--- src/rtl/alu_arbiter.sv ---
// alu_arbiter: shares one ALU between two requesters.
// A three-state FSM (IDLE -> EXEC -> RESP) grants one request, latches its
// operands into the registers that feed the ALU, captures and cleans the
// ALU result, then holds the response until the consumer accepts it.
module alu_arbiter #(
  parameter int FAIR = 1
) (
  input  logic        clk,
  input  logic        rst_n,
  input  logic        req0_valid,
  output logic        req0_ready,
  input  logic [31:0] req0_scra,
  input  logic [31:0] req0_scrb,
  input  logic [3:0]  req0_ctrl,
  input  logic        req1_valid,
  output logic        req1_ready,
  input  logic [31:0] req1_scra,
  input  logic [31:0] req1_scrb,
  input  logic [3:0]  req1_ctrl,
  output logic [31:0] alu_scra,
  output logic [31:0] alu_scrb,
  output logic [3:0]  alu_control,
  input  logic [31:0] alu_result,
  input  logic        alu_zero,
  output logic        rsp_valid,
  input  logic        rsp_ready,
  output logic        rsp_id,
  output logic [31:0] rsp_result,
  output logic        rsp_zero,
  output logic        rsp_err
);

  localparam logic [1:0] IDLE = 2'd0;
  localparam logic [1:0] EXEC = 2'd1;
  localparam logic [1:0] RESP = 2'd2;

  logic [1:0]  state;
  logic        last_grant;
  logic [31:0] op_a;
  logic [31:0] op_b;
  logic [3:0]  op_ctrl;
  logic        op_id;

  logic        grant_any;
  logic        grant_id;
  logic [31:0] clean_result;
  logic        clean_zero;
  logic        clean_err;

  // Pick the winner: round-robin on a tie when FAIR, otherwise requester 0 first.
  always_comb begin
    grant_any = req0_valid | req1_valid;
    grant_id  = ~req0_valid;
    if (FAIR != 0) begin
      if (req0_valid && req1_valid) begin
        grant_id = ~last_grant;
      end
    end
  end

  // Readies are only offered in IDLE, and are forced low while reset is held.
  assign req0_ready = rst_n & (state == IDLE) & grant_any & ~grant_id;
  assign req1_ready = rst_n & (state == IDLE) & grant_any &  grant_id;

  // The ALU only ever sees the latched operands, never the request ports.
  assign alu_scra    = op_a;
  assign alu_scrb    = op_b;
  assign alu_control = op_ctrl;

  assign rsp_valid = (state == RESP);

  // Keep only the ALU outputs that are meaningful for the latched control code,
  // so unused (possibly unknown) ALU outputs never reach the response.
  always_comb begin
    clean_result = 32'd0;
    clean_zero   = 1'b0;
    clean_err    = 1'b0;
    case (op_ctrl)
      4'b0000, 4'b0001, 4'b0010, 4'b0011, 4'b0100,
      4'b0111, 4'b1000, 4'b1001: begin
        clean_result = alu_result;
      end
      4'b0101, 4'b0110: begin
        clean_result = alu_result;
        clean_zero   = alu_zero;
      end
      4'b1010, 4'b1011, 4'b1100, 4'b1101: begin
        clean_zero = alu_zero;
      end
      default: begin
        clean_err = 1'b1;
      end
    endcase
  end

  // FSM, operand latch and response capture.
  always_ff @(posedge clk or negedge rst_n) begin
    if (!rst_n) begin
      state      <= IDLE;
      last_grant <= 1'b1;
      op_a       <= '0;
      op_b       <= '0;
      op_ctrl    <= '0;
      op_id      <= 1'b0;
      rsp_id     <= 1'b0;
      rsp_result <= '0;
      rsp_zero   <= 1'b0;
      rsp_err    <= 1'b0;
    end else begin
      case (state)
        IDLE: begin
          if (grant_any) begin
            op_a       <= grant_id ? req1_scra : req0_scra;
            op_b       <= grant_id ? req1_scrb : req0_scrb;
            op_ctrl    <= grant_id ? req1_ctrl : req0_ctrl;
            op_id      <= grant_id;
            last_grant <= grant_id;
            state      <= EXEC;
          end
        end
        EXEC: begin
          rsp_id     <= op_id;
          rsp_result <= clean_result;
          rsp_zero   <= clean_zero;
          rsp_err    <= clean_err;
          state      <= RESP;
        end
        RESP: begin
          if (rsp_ready) begin
            state <= IDLE;
          end
        end
        default: begin
          state <= IDLE;
        end
      endcase
    end
  end

endmodule

--- config.mk ---
export PLATFORM = sky130hd
export DESIGN_NAME = alu_arbiter
export DESIGN_NICKNAME = d
export VERILOG_FILES = /design/src/rtl/alu_arbiter.sv
export SDC_FILE = /design/constraint.sdc
export NUM_CORES = 1
export LEC_CHECK = 0
export ABC_AREA = 1
export BUFFER_PORTS_ARGS = -buffer_cell sky130_fd_sc_hd__buf_2
export CAP_MARGIN = 20
export CORE_ASPECT_RATIO = 0.75
export CORE_MARGIN = 2
export CORE_UTILIZATION = 46
export DETAILED_ROUTE_END_ITERATION = 6
export GPL_TIMING_DRIVEN = 0
export PLACE_DENSITY = 0.81
export SYNTH_ARGS = -nofsm -noshare
export SYNTH_HDL_FRONTEND = slang
export SYNTH_SLANG_ARGS = --single-unit
export TNS_END_PERCENT = 1
--- constraint.sdc ---
create_clock -name clk -period 1.6 [get_ports clk]
set_clock_uncertainty 0.05 [all_clocks]
set_input_delay 0.16 -clock clk [delete_from_list [all_inputs] [get_ports clk]]
set_output_delay 0.16 -clock clk [all_outputs]
set_load 0.01 [all_outputs]
## Word-level counts from Yosys, hierarchy flattened

Cells that the tools add are included.

| storage, ports and cells | value |
|---|---|
| register bits after elaboration | 107 |
| logic and storage cells | 53 |
| bits of input ports | 174 |
| output and inout bits | 106 |

| operators by class | value |
|---|---|
| muxes and demuxes | 10 |
| reduce and logical (&&, ||, !) cells | 8 |
| bitwise gates (word level) | 8 |
| eq/ne operators | 17 |

Operator list:

| cell | number |
|---|---|
| 32-bit two-way mux | 3 |
| 4-bit equality test (second input constant) | 6 |
| 4-bit by 3-bit equality test with 1-bit output (second input constant) | 4 |
| 14-bit OR reduction | 1 |
| 10-bit OR reduction | 1 |
| 4-bit by 2-bit equality test with 1-bit output (second input constant) | 2 |
| 2-bit one-hot mux with 3 select lines | 1 |
| 6-bit OR reduction | 1 |
| 1-bit bitwise AND | 4 |
| 4-bit by 1-bit equality test with 1-bit output (second input constant) | 1 |
| 4-bit zero test | 1 |
| 2-bit two-way mux | 2 |
| 4-bit two-way mux | 1 |
| 2-bit AND reduction | 2 |
| 1-bit two-way mux | 3 |
| 1-bit NOT | 3 |
| 2-bit by 1-bit equality test with 1-bit output (second input constant) | 1 |
| 2-bit equality test (second input constant) | 1 |
| 2-bit zero test | 1 |
| 2-bit by 1-bit inequality test with 1-bit output (second input constant) | 1 |
| 2-bit inequality test (second input constant) | 1 |
| 1-bit logical AND | 1 |
| 1-bit bitwise OR | 1 |

## Logic depth before layout (Yosys ltp)

Gate-level depths: netlist of the first run.

| logic depth | value |
|---|---|
| word-level depth | 4 |
| depth in mapped cells | 8 |
| gate-level depth less buffers | 6 |

## Least setup slack after synthesis of the first run

No wires, ideal clock.

| timing path | value |
|---|---|
| kind | register to output |
| start point | register last_grant |
| end point | output req0_ready |
| stages on the path, launching flop included | 6 |
| buffers on the path | 1 |
| required time | 1.390 ns |
| slack | 0.140 ns |
| data arrival time | 1.250 ns |
| path through | dfstp_2 -> inv_1 -> nand2_1 -> nand2_1 -> buf_2 -> nor3_1 |

| on the way | value |
|---|---|
| cells in the longest elaborated chain, start to end | 4 |

RTL lines:

| item | line | source |
|---|---|---|
| from (decl) | 38 | `logic last_grant;` |
| from (signal assigned) | 117 | `last_grant <= grant_id;` |
| 1-bit NOT | 56 | `grant_id = ~last_grant;` |
| 1-bit two-way mux | 55 | `if (req0_valid && req1_valid) begin` |
| 1-bit NOT | 62 | `assign req0_ready = rst_n & (state == IDLE) & grant_any & ~grant_id;` |
| 1-bit bitwise AND | 62 |  |
| to (decl) | 11 | `output logic req0_ready,` |

Every way passes these cells.

## Worst setup path in the final report of the first run

| timing path | value |
|---|---|
| start point | register state[1] |
| end point | output req1_ready |

| on the way | value |
|---|---|
| cells in the longest elaborated chain, start to end | 4 |

RTL lines:

| item | line | source |
|---|---|---|
| from (decl) | 37 | `logic [1:0] state;` |
| from (signal assigned) | 99 | `state <= IDLE;` |
| from (signal assigned) | 118 | `state <= EXEC;` |
| from (signal assigned) | 126 | `state <= RESP;` |
| 2-bit zero test | 63 | `assign req1_ready = rst_n & (state == IDLE) & grant_any & grant_id;` |
| 1-bit bitwise AND (3 in series) | 63 |  |
| to (decl) | 16 | `output logic req1_ready,` |

Every way passes these cells.

==> results.txt, run 1 <==
Synth Area in Compound Gates = 0.645%
Share of layout cells above drive strength 1 = 31.7%
Type of destination of the critical path = primary output
TritonCTS buffer count = 9
Main combinational cell family by area after synthesis = simple AND/OR/NAND/NOR gates
Synthesized Nets = 938
H-tree depth = 3
Die outline area = 12700 sq um
Remaining design rule violation count = 0
Max-Cap Viols = 0
Final worst setup slack = -13.1 ps
Vias = 5910
Library cell used as clock root buffer = sky130_fd_sc_hd__clkbuf_16
Peak supply drop = 840 uV
Register-to-Register Setup Slack = 0 ps
Top achievable clock speed = 620 MHz
Design Area, Final = 7700 sq um
Top library cells by usage in the layout, fill and taps aside = sky130_fd_sc_hd__buf_2 (292), sky130_fd_sc_hd__nand2_1 (276), sky130_fd_sc_hd__nand3_1 (171)
Final-layout fill cell count = 1020
Core area = 11600 sq um
Clock tree from TritonCTS = yes
Maximum net fanout on the critical path = 2
Cell Area, Placed = 7050 sq um
Count of antenna-violating nets left after detailed routing = 0
Violations in the final reports = hold timing, setup timing
Largest net degree at the start of global routing = 59
Reg2Reg Capture Point = rsp_result[26]
Slew at the pin with the worst max-slew slack = 673 ps
Data arrival time of the critical path = 1400 ps
Floorplan row count = 34
Endpoint required time on the critical path = 1390 ps
Total standard cell area after synthesis = 5430 sq um
Starting density of the core = 46.9%
Hold WC Path Type = input pin to async pin
Top cells by area in the synthesized netlist = sky130_fd_sc_hd__dfrtp_1 (49%), sky130_fd_sc_hd__nand2_1 (19%), sky130_fd_sc_hd__nand3_1 (16%)
Depth of the most critical reg-to-reg path = 4
Post-detailed-route wirelength per cell = 13.4 um
Yosys top cell by area = sky130_fd_sc_hd__dfrtp_1
Clock latency at the later pin of the worst-skew pair = 340 ps
Portion of the post-synthesis area used by sequential elements = 49.4%
Share of the core filled with cells in the final layout = 66.6%
Boundary pin count = 280
Netlist cell types = 16
Synthesized-area fraction occupied by and/or/nand/nor cells = 35.8%
Setup violations, final = 2
Number of violations reported at the end of detailed-routing iteration 0 = 317
Count of state elements after synthesis = 107
Number of antenna violations at the first check in global routing = 0
Fraction of post-synthesis cell area in the top cell type by area = 48.9%
Type of the worst setup path = flip-flop to primary output
Part of the cycle the worst path needs = 101%
Total wirelength of the detailed-routed design = 16.8 mm
Startpoint of the worst register-to-register path = alu_control[2]
Most frequent standard cell in the layout excluding fill and tap cells = sky130_fd_sc_hd__buf_2
Multiplexer share of the synthesized area = 0%
Sort of element at the start of the critical path = flip-flop
Remaining global-route overflow = 0
Number of diodes added for antenna fixing = 0
Max-slew violation total from the final report = 0
Final Wtd Congestion = 0.880
Synth-to-layout area growth = 41.9%
Total iterations of the first detailed-routing run = 6
Die height = 98.1 um
Hold buffer count at CTS = 24
HPWL after DPL = 12.1 mm
Buffers on Ports = 278
Total number of nets in the final design = 1258
Maximum buffer depth of the clock tree = 2
CTS clk-pin slew, worst paths = 70 ps
Area share of xor/xnor cells in the synthesized design = 0%
Syn. warnings = 0
Min Hold Slack = -209 ps
Total routing usage reported by global routing = 26.3%
Final min period = 1610 ps
Global-route wire length before repair = 26.4 mm
Leak pwr = 4.86 nW
Number of standard cells after synthesis = 764
Summed negative setup slack over all endpoints = -20.4 ps
Run status = finished with violations
Via-per-instance ratio = 4.72
Final hold violations = 48
Total power divided by cell area = 1720 nW/um^2
Rel. slew slack = 55.2%
Via count of the first global-routing pass = 5630
Floorplan die width = 129 um
Clock sink total = 107
Average cell area after synthesis = 7.10 sq um
Setup repair after global routing missed its margin = yes
Adder-cell share of the synthesized area = 0%
==> state kept, by name, indices dropped and copies added, names as in the netlist <==
name / count
alu_control: 4
alu_scrb: 32
last_grant: 1
rsp_result: 32
state: 2
rsp_err: 1
op_id: 1
alu_scra: 32
rsp_zero: 1
rsp_id: 1
==> metal layers <==
metal  global-route usage, %  up-vias  share of wire (%)
met4                    8.68        0                2.0
met3                    7.12       31                8.4
met2                    44.6      247                 48
li1                        -     2940                  -
met5                       0        -                  0
met1                    32.6     2692                 42
==> synthesized netlist by cell type <==
cell type / count
sky130_fd_sc_hd__dfrtp_1: 106
sky130_fd_sc_hd__o21ai_0: 6
sky130_fd_sc_hd__buf_1: 1
sky130_fd_sc_hd__dfstp_2: 1
sky130_fd_sc_hd__o21ai_1: 1
sky130_fd_sc_hd__buf_2: 27
sky130_fd_sc_hd__nor2_2: 1
sky130_fd_sc_hd__nor2_4: 1
sky130_fd_sc_hd__nor3_1: 1
sky130_fd_sc_hd__buf_6: 2
sky130_fd_sc_hd__nand3_1: 171
sky130_fd_sc_hd__inv_2: 1
sky130_fd_sc_hd__nand2_1: 279
sky130_fd_sc_hd__inv_1: 146
sky130_fd_sc_hd__nor2_1: 4
sky130_fd_sc_hd__clkbuf_1: 16
==> metrics by stage <==
step / cells / power [mW] / worst slack (ps) / hold WS, ps
after floorplan: 764 / 8.31 / 140 / -186
after global placement: 1204 / 10.7 / -1220 / 302
after detailed placement: 1205 / 10.9 / -265 / 183
after CTS: 1251 / 13.2 / -67.1 / -189
after global routing: 1251 / 14.3 / -135 / -159
final: 1251 / 13.3 / -13.1 / -209
==> critical path, stage by stage (launching register included) <==
cell and delay, ps:
sky130_fd_sc_hd__dfrtp_1 390, sky130_fd_sc_hd__nor2_2 120, sky130_fd_sc_hd__inv_2 50, sky130_fd_sc_hd__nor2_4 130, sky130_fd_sc_hd__buf_6 130, sky130_fd_sc_hd__nand2_4 40
sky130_fd_sc_hd__nor2_2 70, sky130_fd_sc_hd__buf_2 130
==> kinds of logic (layout without fill, tap and decap cells) <==
logic type	after synthesis	count (layout)
buffers and inverters	193	518
and+or+nand+nor	457	457
DFF	107	107
AOI/OAI and AO/OA	7	7
==> area by class of cell <==
class,instances,area (sq um),share of cell area [%]
clock buffer,11,233,3.02
sequential,107,2680,34.8
inverter,147,554,7.20
clock inverter,5,37.5,0.487
timing repair buffer,311,1730,22.4
buffer,44,250,3.25
multi-input combinational,464,2020,26.2
tap,162,203,2.63
==> where the power goes <==
group	switching [mW]	leakage, nW	total, mW	internal, mW
combinational	3.89	3.42	6.38	2.49
sequential	0.783	1.32	4.83	4.05
clock	0.999	0.126	2.06	1.06
total	5.67	4.86	13.3	7.60
==> repair_timing <==
item / in CTS / in global routing
gates resized for setup: 20 / 13
pin swaps: 4 / 3
endpoints found under the setup margin: 73 / 75
setup buffers: 8 / 0
hold endpoints to repair: 72 / 48
==> how the worst max path moves through the flow <==
stage	from	to	slack (ps)	cells after the start
2_1_floorplan	last_grant	req0_ready	140	5
3_3_place_gp	rst_n	req0_ready	-1220	4
5_1_grt	state[1]	req0_ready	-130	6
4_1_cts	state[0]	req1_ready	-70	7
3_5_place_dp	last_grant	req0_ready	-260	6
6_report	state[1]	req1_ready	-10	7
No activity file was read; power rests on OpenSTA's default activity.
==> inputs of run 2 (changes only) <==
Settings changed: BUFFER_PORTS_ARGS -buffer_cell sky130_fd_sc_hd__buf_2 to default, CORE_MARGIN 2 to 8, CORE_UTILIZATION 46 to 64, DONT_BUFFER_PORTS from default to 1, PLACE_DENSITY 0.81 to 0.8.
==> results.txt, run 2 (synthesized netlist as in run 1, its figures left out) <==
Setup repair after global routing missed its margin = yes
Via count of the first global-routing pass = 5528 (-1.8%)
Buffers on Ports = 0 (-100%)
Die outline area = 11700 sq um (-7.7%)
TritonCTS buffer count = 9 (unchanged)
Critical-path cell with the highest stage delay = sky130_fd_sc_hd__dfstp_2
Total wirelength of the detailed-routed design = 18.7 mm (+12%)
Global-route wire length before repair = 28.3 mm (+7.3%)
Remaining global-route overflow = 0 (unchanged)
Final hold violations = 107 (+120%)
Final Wtd Congestion = 0.876 (-0.39%)
Final min period = 1650 ps (+35.9 ps)
Combinational cell fraction of total power = 34.5% (-14 points)
Cell Area, Placed = 5560 sq um (-21%)
Number of antenna violations at the first check in global routing = 0 (unchanged)
Switch share = 44.8% (+2.0 points)
Floorplan row count = 29 (-15%)
Met3 Use GR = 12.4% (+5.3 points)
Summed negative setup slack over all endpoints = -87.1 ps (-66.7 ps)
Most frequent standard cell in the layout excluding fill and tap cells = sky130_fd_sc_hd__nand2_1
Net switching component of the power = 5.55 mW (-2.2%)
HPWL after DPL = 12.5 mm (+3.2%)
Number of violations reported at the end of detailed-routing iteration 0 = 482 (+52%)
Clock power share = 18.2% (+2.7 points)
Endpoint required time on the critical path = 1390 ps (about the same)
Sort of element at the start of the critical path = flip-flop
CTS clk-pin slew, worst paths = 70 ps (about the same)
Rel. slew slack = 68.7% (+13 points)
Share of the core filled with cells in the final layout = 82.3% (+16 points)
Total number of nets in the final design = 1042 (-17%)
Design Area, Final = 6870 sq um (-11%)
Post-detailed-route wirelength per cell = 19.1 um (+42%)
Via-per-instance ratio = 5.67 (+20%)
Synth-to-layout area growth = 26.6%
Part of the cycle the worst path needs = 103% (+2.2 points)
Total routing usage reported by global routing = 30.8% (+4.5 points)
Type of the worst setup path = flip-flop to primary output
Count of antenna-violating nets left after detailed routing = 0 (unchanged)
Top achievable clock speed = 606 MHz (-2.2%)
Routing usage on met2 = 54.5% (+9.9 points)
Violations in the final reports = hold timing, setup timing
Die height = 95.8 um (-2.4%)
Reg power frac = 47.3% (+11 points)
Type of destination of the critical path = primary output
Most Frequent Cell on Critical Path = sky130_fd_sc_hd__nand2_4
Top library cells by usage in the layout, fill and taps aside = sky130_fd_sc_hd__nand2_1 (277), sky130_fd_sc_hd__nand3_1 (170), sky130_fd_sc_hd__inv_1 (146)
Max-Cap Viols = 0 (unchanged)
Data arrival time of the critical path = 1440 ps (+40 ps)
Clock sink total = 107 (unchanged)
Library cell used as clock root buffer = sky130_fd_sc_hd__clkbuf_16
Cell-internal power = 6.85 mW (-9.9%)
H-tree depth = 3 (unchanged)
Largest net degree at the start of global routing = 109 (+85%)
Critical Path, Cell by Cell = inv_1 -> nand2_4 -> nand2_4 -> buf_8 -> nor3_4
Global routing met1 resource utilization = 32.5% (-0.052 points)
Clock tree from TritonCTS = yes
Min Hold Slack = -539 ps (-330 ps)
Core area = 8350 sq um (-28%)
Slew at the pin with the worst max-slew slack = 470 ps (-202 ps)
Total power divided by cell area = 1800 nW/um^2 (+4.7%)
Hold buffer count at CTS = 89 (+270%)
Total iterations of the first detailed-routing run = 5 (-1)
Final worst setup slack = -49.0 ps (-35.9 ps)
Starting density of the core = 65.0% (+18 points)
Max-slew violation total from the final report = 0 (unchanged)
Run status = finished with violations
Boundary pin count = 280 (unchanged)
Share of layout cells above drive strength 1 = 7.67% (-24 points)
Floorplan die width = 122 um (-5.5%)
Maximum net fanout on the critical path = 7 (+5)
Leak pwr = 4.01 nW (-18%)
Vias = 5572 (-5.7%)
Peak-usage layer in the global routing report = met2
Depth of the most critical reg-to-reg path = 4 (unchanged)
Peak supply drop = 1150 uV (+37%)
Maximum buffer depth of the clock tree = 2 (unchanged)
Clock latency at the later pin of the worst-skew pair = 330 ps (about the same)
Hold WC Path Type = input pin to async pin
Biggest cell delay along the critical path = 510 ps (+120 ps)
Setup violations, final = 2 (unchanged)
Remaining design rule violation count = 0 (unchanged)
[run 2: timing repair]
item | CTS | global route
setup endpoints to repair | 94 | 79
gates resized for setup | 15 | 24
endpoints found under the hold margin | 195 | 107
setup buffers | 5 | 0
pin swaps | 3 | 1
[run 2: layout make-up]
type	count	area, sq um
timing repair buffer	94	928
multi-input combinational	464	2010
tap	108	135
fill	527	1470
buffer	45	263
inverter	147	552
sequential	107	2680
clock inverter	6	70.1
clock buffer	10	229
antenna	1	2.50
[run 2: power by group through the flow]
| stage | Sequential (mW) | Combinational, mW | Clock [mW] |
|---|---|---|---|
| after global routing | 6.01 | 4.81 | 2.37 |
| after detailed placement | 5.86 | 3.74 | 0 |
| after floorplan | 5.36 | 2.95 | 0 |
| after CTS | 5.86 | 4.06 | 2.26 |
| after global placement | 5.86 | 3.53 | 0 |
| final | 5.87 | 4.27 | 2.25 |
[run 2: critical path, delay by kind of cell, from the launching register on]
family                 cells  cell delay, ps
flip-flops                 1             510
AND/OR/NAND/NOR            3             370
buffers and inverters      2             210
[run 2: worst paths after layout]
path | from | to | slack (ps)
max reg2reg | alu_control[2] | rsp_result[17] | 60
min | rst_n | alu_scrb[5] | -540
max | last_grant | req0_ready | -50
min reg2reg | op_id | op_id | 490
min in group clk | req1_scra[20] | alu_scra[20] | 0
max in group asynchronous | rst_n | last_grant | 1810
[run 2: routing by layer]
layer | share of wire (%) | vias up
met5 | 0 | -
met4 | 3.5 | 0
met3 | 12 | 64
met2 | 51 | 393
met1 | 33 | 2614
li1 | - | 2501
[run 2: stage by stage]
stage               instances  hold WS [ps]  worst slack [ps]  total power [mW]
detailed placement        872          -182              -268              9.61
global route              981          -558              -108              13.2
finish                    982          -539             -49.0              12.4
global placement          872          -183              -209              9.39
CTS                       981          -549             -66.8              12.2
floorplan                 764          -186               140              8.31
